==> src/rtl/pipe_hazard_ctrl_pkg.sv <==
// Shared encodings for the pipeline hazard controller: Tuse/Tnew markers,
// default MDU latencies and the MDU occupancy FSM state codes.
package pipe_hazard_ctrl_pkg;

    localparam logic [1:0] TUSE_NONE = 2'd3;
    localparam logic [1:0] TNEW_ZERO = 2'd0;

    localparam int MULT_CYCLES_DEF = 5;
    localparam int DIV_CYCLES_DEF  = 10;

    typedef enum logic {
        MDU_IDLE = 1'b0,
        MDU_BUSY = 1'b1
    } mdu_state_t;

endpackage

==> src/rtl/pipe_hazard_ctrl_mdu_busy_tracker.sv <==
// Multiply/divide occupancy tracker: a two-state FSM with a countdown that
// reports the MDU busy from its start cycle until the latency has elapsed.
module mdu_busy_tracker
    import pipe_hazard_ctrl_pkg::*;
#(
    parameter int MULT_CYCLES = MULT_CYCLES_DEF,
    parameter int DIV_CYCLES  = DIV_CYCLES_DEF,
    parameter int CNT_W       = 4
) (
    input  logic             clk,
    input  logic             reset,
    input  logic             start,
    input  logic             is_div,
    input  logic             flush,
    output logic             busy,
    output mdu_state_t       state,
    output logic [CNT_W-1:0] cnt
);

    mdu_state_t       state_n;
    logic [CNT_W-1:0] cnt_n;
    logic [CNT_W-1:0] load_val;

    assign load_val = is_div ? CNT_W'(DIV_CYCLES) : CNT_W'(MULT_CYCLES);

    always_ff @(posedge clk) begin
        if (reset) begin
            state <= MDU_IDLE;
            cnt   <= '0;
        end else begin
            state <= state_n;
            cnt   <= cnt_n;
        end
    end

    // A start that coincides with a flush belongs to the flushed E instr.
    always_comb begin
        state_n = state;
        cnt_n   = cnt;
        case (state)
            MDU_IDLE: begin
                if (start && !flush) begin
                    state_n = MDU_BUSY;
                    cnt_n   = load_val;
                end
            end
            MDU_BUSY: begin
                if (start && !flush) begin
                    cnt_n = load_val;
                end else if (cnt == CNT_W'(1)) begin
                    state_n = MDU_IDLE;
                    cnt_n   = '0;
                end else begin
                    cnt_n = cnt - CNT_W'(1);
                end
            end
            default: begin
                state_n = MDU_IDLE;
                cnt_n   = '0;
            end
        endcase
    end

    assign busy = (state == MDU_BUSY) | start;

endmodule

==> src/rtl/pipe_hazard_ctrl.sv <==
// Central stall/flush controller: register-use, MDU and eret hazards produce
// a decode stall; an exception at M flushes the pipeline and overrides stalls.
module pipe_hazard_ctrl
    import pipe_hazard_ctrl_pkg::*;
#(
    parameter int MULT_CYCLES = MULT_CYCLES_DEF,
    parameter int DIV_CYCLES  = DIV_CYCLES_DEF,
    parameter int CNT_W       = 4
) (
    input  logic       clk,
    input  logic       reset,
    input  logic [4:0] D_rs,
    input  logic [4:0] D_rt,
    input  logic [1:0] D_TuseRs,
    input  logic [1:0] D_TuseRt,
    input  logic       D_isMdu,
    input  logic       D_isEret,
    input  logic [4:0] E_A3,
    input  logic [1:0] E_Tnew,
    input  logic       E_mduStart,
    input  logic       E_mduIsDiv,
    input  logic       E_mtc0Epc,
    input  logic [4:0] M_A3,
    input  logic [1:0] M_Tnew,
    input  logic       M_mtc0Epc,
    input  logic       M_req,
    output logic       pc_enable,
    output logic       FD_enable,
    output logic       DE_enable,
    output logic       DE_flush,
    output logic       EM_flush,
    output logic       MW_flush,
    output logic       mdu_busy
);

    mdu_state_t       mdu_state;
    logic [CNT_W-1:0] mdu_cnt;

    logic stall_rs, stall_rt, stall_mdu, stall_eret, stall;

    mdu_busy_tracker #(
        .MULT_CYCLES (MULT_CYCLES),
        .DIV_CYCLES  (DIV_CYCLES),
        .CNT_W       (CNT_W)
    ) u_mdu (
        .clk    (clk),
        .reset  (reset),
        .start  (E_mduStart),
        .is_div (E_mduIsDiv),
        .flush  (M_req),
        .busy   (mdu_busy),
        .state  (mdu_state),
        .cnt    (mdu_cnt)
    );

    // A producer stalls a consumer only while its result arrives later than needed;
    // Tuse = TUSE_NONE can never be exceeded by a 2-bit Tnew.
    assign stall_rs = (D_rs != 5'd0) &
                      (((D_rs == E_A3) & (E_Tnew > D_TuseRs)) |
                       ((D_rs == M_A3) & (M_Tnew > D_TuseRs)));
    assign stall_rt = (D_rt != 5'd0) &
                      (((D_rt == E_A3) & (E_Tnew > D_TuseRt)) |
                       ((D_rt == M_A3) & (M_Tnew > D_TuseRt)));

    assign stall_mdu  = D_isMdu & mdu_busy;
    assign stall_eret = D_isEret & (E_mtc0Epc | M_mtc0Epc);
    assign stall      = stall_rs | stall_rt | stall_mdu | stall_eret;

    always_comb begin
        pc_enable = ~stall;
        FD_enable = ~stall;
        DE_enable = 1'b1;
        DE_flush  = stall;
        EM_flush  = 1'b0;
        MW_flush  = 1'b0;
        if (M_req) begin
            pc_enable = 1'b1;
            FD_enable = 1'b1;
            DE_flush  = 1'b1;
            EM_flush  = 1'b1;
            MW_flush  = 1'b1;
        end
    end

endmodule

==> config.mk <==
export PLATFORM = sky130hd
export DESIGN_NAME = pipe_hazard_ctrl
export DESIGN_NICKNAME = d
export VERILOG_FILES = /design/src/rtl/pipe_hazard_ctrl_pkg.sv /design/src/rtl/pipe_hazard_ctrl_mdu_busy_tracker.sv /design/src/rtl/pipe_hazard_ctrl.sv
export SDC_FILE = /design/constraint.sdc
export NUM_CORES = 1
export LEC_CHECK = 0
export BUFFER_PORTS_ARGS = -buffer_cell sky130_fd_sc_hd__buf_4
export CORE_MARGIN = 2
export CORE_UTILIZATION = 45
export CTS_CLUSTER_SIZE = 20
export DETAILED_ROUTE_END_ITERATION = 8
export PLACE_DENSITY = 0.82
export SYNTH_ARGS = -nofsm -noshare
export SYNTH_HDL_FRONTEND = slang
export SYNTH_SLANG_ARGS = --single-unit
==> constraint.sdc <==
create_clock -name clk -period 3.3 [get_ports clk]
set_clock_uncertainty 0.15 [all_clocks]
set_input_delay 0.33 -clock clk [delete_from_list [all_inputs] [get_ports clk]]
set_output_delay 0.33 -clock clk [all_outputs]
set_load 0.01 [all_outputs]
==> key figures, run 1 <==
Synth
  • Synth top area cells: ha_1, xnor2_1, dfxtp_1
  • Mapped Area: 757 um^2
  • Gate Count Post-Synth: 98
  • Post-synth top area share: 0.165
  • FF+latch count, synth: 5
  • Sequential area share after synthesis: 0.132
  • Synthesized Nets: 145
  • Post-synth cell types: 31
  • Synth area leader: ha_1
  • Synth warn: 0
  • Avg Cell Area, Syn: 7.72 um^2

Clocking
  • H-Tree Depth: 1
  • PostCTS Resize Cnt: 0
  • Clk slew on worst S/H paths: 40 ps
  • Clock Path Buffers: 2
  • Clk Latency, worst-skew pair: 240 ps
  • CTS tree: yes
  • CTS Buf Count: 3
  • Clock Tree Root: clkbuf_4
  • CTS sink cnt: 5
  • Postcts setup bufs: 0
  • Post-CTS Hold Buffers: 0

Worst setup path
  • Crit path max-delay cell type: ha_1
  • Critical Path Most Common Cell: buf_4
  • Crit-path leading delay family: simple AND/OR/NAND/NOR gates
  • WP depth: 9
  • Setup CP Type: input pin to primary output
  • Depth of the most critical reg-to-reg path: 5
  • Critical Path, Cell by Cell: buf_4 > inv_1 > ha_1 > nand2_1 > nand4_1 > nor4_1 > o22ai_1 > a41o_1 > buf_4
  • Buffers & Inverters on Critical Path: 3
  • Req. time, crit path: 2820 ps
  • Worst path arrival time: 1790 ps
  • CP max stage delay: 310 ps
  • Crit path launch type: input pin
  • Worst setup EP type: primary output
  • Reg2reg setup slack: 1720 ps
  • Crit Path Max Fanout: 2

Routing
  • 1st-pass router iterations: 4
  • Final wirelength: 1960 um
  • DR vias: 834
  • Via density: 5.35
  • DRT iter0 DRCs: 19
  • Drt drc: 0
  • Drt wl/cell: 12.6 um
  • Antenna-violating nets left: 0

Floorplan
  • Die Wd: 45.0 um
  • Starting Density: 0.491
  • Io pins: 44
  • Die area: 2030 um^2
  • Die Y: 45.0 um
  • Placeable Area: 1540 um^2
  • Rows: 14

GRT
  • Largest net degree at the start of global routing: 8
  • First-pass GRT wire length: 3320 um
  • Number of global-route vias before repair: 804
  • GR Overflow Total: 0
  • Tot GR Track Use: 0.220
  • Initial antenna violation count: 0

Final layout
  • Layout area overhead: 43.8%
  • Antenna Cells: 0
  • Design area: 1090 um^2
  • Layout cells sized above 1: 0.343
  • Fin nets: 188

Power and ir drop
  • Int Pwr: 0.183 mW
  • Clock share of power: 0.261
  • Sequential share of power: 0.264
  • Part of the power in combinational logic: 0.475
  • Sw frac: 0.324
  • Sw power: 0.0875 mW
  • PD cells: 248 nW/um^2
  • Max IR drop VDD: 174 uV
  • Leakage: 0.515 nW

Timing
  • Sum Neg Setup Slack: 0 ps
  • RSZ-0062 raised after global routing: no
  • Endpoints failing setup: 0
  • Tcrit/Tclk final: 0.687
  • Max Slew Vio Count: 0
  • Final Hold Fails: 0
  • Hold WS: 132 ps
  • F_max: 441 MHz
  • Crit path time final: 2270 ps

Place
  • RD Place Congestion: 0.889
  • Area after DPL: 1060 um^2
  • Post-DP HPWL: 1750 um
  • PortBufs: 42

Min path
  • Hold Crit Class: input pin to flip-flop
  • Hold Path Depth: 2

Outcome
  • Status: completed

Flow run
  • Max-cap viol count: 0
## through the flow
| stage | utilization | power (mW) | cells | setup WS, ps |
|---|---|---|---|---|
| 2_1_floorplan | - | 0.138 | 98 | 1210 |
| 3_3_place_gp | 0.689 | 0.195 | 152 | 1050 |
| 3_5_place_dp | 0.689 | 0.200 | 152 | 1010 |
| 4_1_cts | 0.706 | 0.271 | 156 | 1010 |
| 5_1_grt | 0.706 | 0.291 | 156 | 856 |
| 6_report | 0.706 | 0.270 | 156 | 1030 |
## cell usage after synthesis
| master | n |
|---|---|
| inv_1 | 9 |
| o22ai_1 | 2 |
| a21oi_2 | 1 |
| a41o_1 | 1 |
| nor3b_1 | 1 |
| nand4_1 | 3 |
| xor2_1 | 7 |
| or2b_2 | 1 |
| a2111oi_0 | 1 |
| a211oi_1 | 2 |
| or4b_1 | 1 |
| nor2_1 | 2 |
| a21oi_1 | 6 |
| and2b_1 | 1 |
| xnor2_1 | 13 |
| nand3_1 | 2 |
| buf_4 | 4 |
| o21ai_0 | 4 |
| o211ai_1 | 1 |
| nand2b_1 | 1 |
| nor4_1 | 3 |
| nor3_1 | 1 |
| a21o_1 | 1 |
| or4_1 | 2 |
| o21a_1 | 1 |
| conb_1 | 1 |
| nand2_1 | 9 |
| or2_2 | 1 |
| dfxtp_1 | 5 |
| ha_1 | 10 |
| nor2b_1 | 1 |
## metal layers
| metal | vias to the layer above | wire length (um) | GRT usage |
|---|---|---|---|
| met5 | - | 0 | 0 |
| met4 | 0 | 0 | 0.0529 |
| met3 | 0 | 122 | 0.0360 |
| met2 | 35 | 986 | 0.377 |
| met1 | 376 | 852 | 0.286 |
| li1 | 423 | - | - |
## logic make-up after synthesis
kind of cell | count (synthesis) | share of synthesized area
simple gates | 29 | 0.213
buf+inv | 13 | 0.0843
xor+xnor | 20 | 0.231
compound gates | 20 | 0.169
fa+ha+maj | 10 | 0.165
other cells | 1 | 0.00495
flops | 5 | 0.132
## final timing paths
path / endpoint / from
max: FD_enable / D_TuseRs[1]
min: u_mdu.cnt[3]$_SDFFE_PP0P_ / reset
max reg2reg: u_mdu.cnt[3]$_SDFFE_PP0P_ / u_mdu.state$_SDFF_PP0_
min reg2reg: u_mdu.cnt[0]$_SDFFE_PP0P_ / u_mdu.cnt[0]$_SDFFE_PP0P_
## power groups by stage
stage | clock network [mW] | logic, mW | registers, mW
2_1_floorplan | 0 | 0.0674 | 0.0706
3_3_place_gp | 0 | 0.123 | 0.0717
3_5_place_dp | 0 | 0.128 | 0.0722
4_1_cts | 0.0711 | 0.129 | 0.0712
5_1_grt | 0.0762 | 0.143 | 0.0721
6_report | 0.0706 | 0.128 | 0.0713
## cell usage in the layout (no fill, tap or decap), types with 2 or more instances in the layout
master,synthesis,final
nor4_1,3,3
o21ai_0,4,4
buf_4,4,42
clkbuf_4,0,3
ha_1,10,10
xor2_1,7,7
nand2_1,9,9
nor2_1,2,2
xnor2_1,13,13
a211oi_1,2,2
dfxtp_1,5,5
nand4_1,3,3
or4_1,2,2
inv_1,9,9
o22ai_1,2,2
nand3_1,2,2
a21oi_1,6,6
## sequential cells by signal (all words and copies together) (netlist names)
register,count
u_mdu.cnt,4
u_mdu.state,1
## layout make-up
cell class	instances	area [um^2]
clock buffer	4	26.3
fill	134	453
inverter	9	33.8
multi-input combinational	80	593
sequential	5	100
tap	16	20.0
timing repair buffer	42	315
Power figures use the tool's default switching activity.
==> inputs of run 2 (changes only) <==
Settings changed: CORE_UTILIZATION 45 to 43, PLACE_DENSITY 0.82 to 0.79.
Clock period 3.3 ns to 2.3 ns, I/O delays scaled along.
==> run 2 against run 1 <==
  * Final cell count grew 0.64%
  * Critical path depth did not move
  * Via count increased by 0.24%
  * Hold slack worse by 110 ps
  * Wire length shrank 0.87%
  * Core utilization down 6.1 points
  * Clock-buffer cell count stayed put
  * Cell area increased by 0.12%
  * Critical endpoint unchanged
  * Highest routed layer is now met4
==> key figures, run 2 (same netlist as run 1, synthesis figures left out) <==
Power and ir drop
  • Part of the power in combinational logic: 0.471
  • Tot Pwr: 0.388 mW
  • Sequential share of power: 0.262
  • Sw power: 0.126 mW
  • Clock share of power: 0.267
  • Leakage: 0.515 nW
  • Sw frac: 0.324
  • Max IR drop VDD: 212 uV
  • Int Pwr: 0.263 mW
  • PD cells: 356 nW/um^2

Worst setup path
  • Crit Path Max Fanout: 2
  • Depth of the most critical reg-to-reg path: 5
  • Crit path launch type: input pin
  • Setup CP Type: input pin to primary output
  • Worst setup EP type: primary output
  • Worst path arrival time: 1730 ps
  • Req. time, crit path: 1920 ps

Final layout
  • Layout area overhead: 44.0%
  • Most common cell after layout, fill and taps aside: buf_4
  • Most frequent cells in the layout: buf_4, xnor2_1, ha_1, inv_1, nand2_1
  • Largest Register: u_mdu.cnt
  • Design area: 1090 um^2
  • Fill cell count: 144
  • Layout cells sized above 1: 0.343
  • Top Registers: u_mdu.cnt (4), u_mdu.state (1)
  • Fin nets: 188
  • Antenna Cells: 0
  • Largest register FFs: 4

GRT
  • Largest net degree at the start of global routing: 8
  • GR Overflow Total: 0
  • Initial antenna violation count: 0
  • Number of global-route vias before repair: 771
  • Tot GR Track Use: 0.213
  • First-pass GRT wire length: 3230 um

Clocking
  • PostCTS Resize Cnt: 0
  • Clock Path Buffers: 2
  • Post-CTS Hold Buffers: 0
  • CTS tree: yes
  • H-Tree Depth: 1
  • CTS Buf Count: 3
  • Clock Tree Root: clkbuf_4
  • Postcts setup bufs: 0
  • CTS sink cnt: 5
  • Clk Latency, worst-skew pair: 250 ps
  • Clk slew on worst S/H paths: 40 ps

Routing
  • Drt drc: 0
  • DR vias: 836
  • Drt wl/cell: 12.4 um
  • Antenna-violating nets left: 0
  • Via density: 5.32
  • DRT iter0 DRCs: 10
  • 1st-pass router iterations: 4
  • Final wirelength: 1940 um

Flow run
  • Max-cap viol count: 0

Min path
  • Hold Crit Class: input pin to flip-flop
  • Hold Path Depth: 2

Place
  • Post-DP HPWL: 1750 um
  • PortBufs: 42
  • RD Place Congestion: 0.844
  • Area after DPL: 1060 um^2

Floorplan
  • Die area: 2110 um^2
  • Rows: 15
  • Starting Density: 0.448
  • Die Y: 46.0 um
  • Io pins: 44
  • Placeable Area: 1690 um^2
  • Die Wd: 46.0 um

Timing
  • F_max: 475 MHz
  • Tcrit/Tclk final: 0.915
  • Max Slew Vio Count: 0
  • Sum Neg Setup Slack: 0 ps
  • Crit path time final: 2110 ps
  • Hold WS: 25.4 ps
  • Final Hold Fails: 0
  • RSZ-0062 raised after global routing: no
  • Endpoints failing setup: 0

Outcome
  • Status: completed
==> run 2: cell counts in the layout (fill, tap and decap cells not counted) <==
Identical to the previous run, type by type.
==> run 2: worst max-delay path, stage by stage <==
cell       delay, ps
buf_4             80
inv_1             50
ha_1             280
nor2b_1          130
o21ai_0           80
a2111oi_0        340
o22ai_1          180
a41o_1           220
buf_4            140
==> run 2: final cells by class <==
type	count	area (um^2)	share of cell area
clock buffers	4	26.3	0.0241
inverters	9	33.8	0.0310
multi-input cells	80	593	0.544
flip-flops and latches	5	100	0.0918
well taps	17	21.3	0.0195
repair buffers	42	315	0.289
==> run 2: per-layer routing <==
| layer | track usage | vias to the layer above | wire, um |
|---|---|---|---|
| met5 | 0 | - | 0 |
| met2 | 0.364 | 34 | 975 |
| li1 | - | 430 | - |
| met3 | 0.0556 | 5 | 128 |
| met1 | 0.246 | 367 | 810 |
| met4 | 0.0914 | 0 | 31 |
==> run 2: final timing paths <==
check / start / end / slack, ps
worst min-delay path: E_mduIsDiv / u_mdu.cnt[2]$_SDFFE_PP0P_ / 30
worst min register to register: u_mdu.cnt[1]$_SDFFE_PP0P_ / u_mdu.cnt[1]$_SDFFE_PP0P_ / 450
worst max-delay path: D_TuseRt[1] / FD_enable / 190
worst max register to register: u_mdu.state$_SDFF_PP0_ / u_mdu.cnt[3]$_SDFFE_PP0P_ / 710
==> run 2: stage by stage <==
stage          setup WS [ps]  instances   util
2_1_floorplan            415         98      -
3_3_place_gp             251        153  0.630
3_5_place_dp             161        153  0.630
4_1_cts                  153        157  0.645
5_1_grt                 31.1        157  0.645
6_report                 195        157  0.645
==> run 2: power groups by stage <==
| stage | registers [mW] | logic, mW | clock network, mW |
|---|---|---|---|
| 6_report | 0.102 | 0.183 | 0.104 |
| 5_1_grt | 0.103 | 0.204 | 0.117 |
| 4_1_cts | 0.102 | 0.185 | 0.109 |
| 3_5_place_dp | 0.103 | 0.184 | 0 |
| 3_3_place_gp | 0.103 | 0.178 | 0 |
| 2_1_floorplan | 0.101 | 0.0967 | 0 |
==> inputs of run 3 (changes only) <==
Settings changed: CORE_UTILIZATION 43 to 39, PLACE_DENSITY 0.79 to 0.75.
Clock period 2.3 ns to 1.7 ns, I/O delays scaled along.
==> run 3 against run 2 <==
  * The run now ends with negative setup slack left
  * Final cell count up 7.0%
  * Global-route usage fell by 0.71 points
  * Combinational power up 76%
  * Non-clock buffer count up 3
  * Cell area is 21% higher
  * Flip-flop and latch count unchanged
  * Clock power up 38%
  * Register-to-register slack lost 560 ps
  * Wire length grew 19%
==> key figures, run 3 (same netlist as run 1, synthesis figures left out) <==
Final layout
  • Antenna Cells: 0
  • Fin nets: 191
  • Layout cells sized above 1: 0.483
  • Largest register FFs: 4
  • Top Registers: u_mdu.cnt (4), u_mdu.state (1)
  • Design area: 1320 um^2
  • Largest Register: u_mdu.cnt
  • Most frequent cells in the layout: buf_4, xnor2_1, xor2_1, nand2_1, ha_4
  • Most common cell after layout, fill and taps aside: buf_4
  • Fill cell count: 144
  • Layout area overhead: 74.7%

Floorplan
  • Die Y: 48.1 um
  • Placeable Area: 1780 um^2
  • Starting Density: 0.425
  • Die Wd: 48.1 um
  • Rows: 15
  • Die area: 2310 um^2
  • Io pins: 44

Routing
  • Drt wl/cell: 13.7 um
  • Drt drc: 0
  • Final wirelength: 2310 um
  • DRT iter0 DRCs: 12
  • DR vias: 876
  • 1st-pass router iterations: 4
  • Antenna-violating nets left: 0
  • Via density: 5.21

Timing
  • Final Hold Fails: 0
  • Hold WS: 123 ps
  • Max Slew Vio Count: 0
  • Endpoints failing setup: 3
  • RSZ-0062 raised after global routing: yes
  • Crit path time final: 1850 ps
  • Post-route setup slack: -146 ps
  • Sum Neg Setup Slack: -318 ps
  • Tcrit/Tclk final: 1.09
  • F_max: 542 MHz

Power and ir drop
  • Max IR drop VDD: 350 uV
  • Leakage: 0.549 nW
  • PD cells: 456 nW/um^2

Worst setup path
  • WP depth: 9
  • Crit path max-delay cell type: nor4_2
  • Critical Path, Cell by Cell: buf_8 > inv_12 > ha_4 > nand2_2 > nand4_1 > nor4_2 > o22ai_2 > a41o_1 > buf_6
  • Worst path arrival time: 1530 ps
  • Crit-path leading delay family: simple AND/OR/NAND/NOR gates
  • Depth of the most critical reg-to-reg path: 5
  • Crit path launch type: input pin
  • Worst setup EP type: primary output
  • Req. time, crit path: 1380 ps
  • CP max stage delay: 300 ps
  • Buffers & Inverters on Critical Path: 3
  • Crit Path Max Fanout: 2
  • Setup CP Type: input pin to primary output

Clocking
  • Clk Latency, worst-skew pair: 250 ps
  • CTS sink cnt: 5
  • H-Tree Depth: 1
  • CTS Buf Count: 3
  • Clock Tree Root: clkbuf_4
  • Clock Path Buffers: 2
  • CTS tree: yes
  • Clk slew on worst S/H paths: 50 ps

GRT
  • GR Overflow Total: 0
  • Initial antenna violation count: 0
  • First-pass GRT wire length: 3180 um
  • Number of global-route vias before repair: 778
  • Largest net degree at the start of global routing: 8
  • Tot GR Track Use: 0.206

Place
  • RD Place Congestion: 0.769
  • Pre-CTS WS: -344 ps
  • Post-DP HPWL: 1790 um
  • PortBufs: 42
  • Area after DPL: 1100 um^2

Min path
  • Hold Path Depth: 3
  • Hold Crit Class: input pin to flip-flop

Outcome
  • Failing checks: negative setup slack
  • Status: finished with violations

Flow run
  • Max-cap viol count: 0
## run 3: final cells by class
type / instances / area, um^2 / share of cell area
Sequential cell: 5 / 100 / 0.0757
Inverter: 9 / 51.3 / 0.0388
Tap cell: 25 / 31.3 / 0.0237
Multi-Input combinational cell: 80 / 741 / 0.560
Clock buffer: 4 / 26.3 / 0.0199
Timing Repair Buffer: 45 / 373 / 0.282
## run 3: metrics by stage
step | cells | power (mW) | utilization
floorplan | 98 | 0.273 | -
CTS | 167 | 0.555 | 0.660
finish | 168 | 0.603 | 0.742
global route | 168 | 0.638 | 0.742
detailed placement | 161 | 0.396 | 0.616
global placement | 161 | 0.386 | 0.616
## run 3: report_power, final
part,leakage [nW],total [mW],internal (mW),switching [mW]
clock network,0.0150,0.144,0.0891,0.0546
registers,0.0413,0.138,0.128,0.00947
logic,0.492,0.322,0.176,0.146
## run 3: final timing paths
check | startpoint | endpoint | slack, ps
min | M_req | u_mdu.state$_SDFF_PP0_ | 120
max | D_TuseRt[1] | FD_enable | -150
min reg2reg | u_mdu.cnt[0]$_SDFFE_PP0P_ | u_mdu.cnt[0]$_SDFFE_PP0P_ | 440
max reg2reg | u_mdu.state$_SDFF_PP0_ | u_mdu.cnt[3]$_SDFFE_PP0P_ | 150
## run 3: metal layers
metal	global-route usage	wire, um	up-vias
met1	0.231	888	401
met3	0.0377	143	4
met4	0.0973	39	0
met5	0	0	-
li1	-	-	432
met2	0.371	1240	39
## run 3: what timing repair did
item / 4_1_cts / 5_1_grt
buffers inserted: 0 / 1
endpoints found under the hold margin: 4 / 0
hold buffers: 2 / 0
setup endpoints to repair: 3 / 3
pin swaps: 7 / 12
gates resized for setup: 8 / 22
## run 3: worst min-delay path: cells and delay by family
kind / cells / cell delay [ps]
buffers and inverters: 1 / 110
AOI/OAI and AO/OA: 1 / 60
and+or+nand+nor: 1 / 130
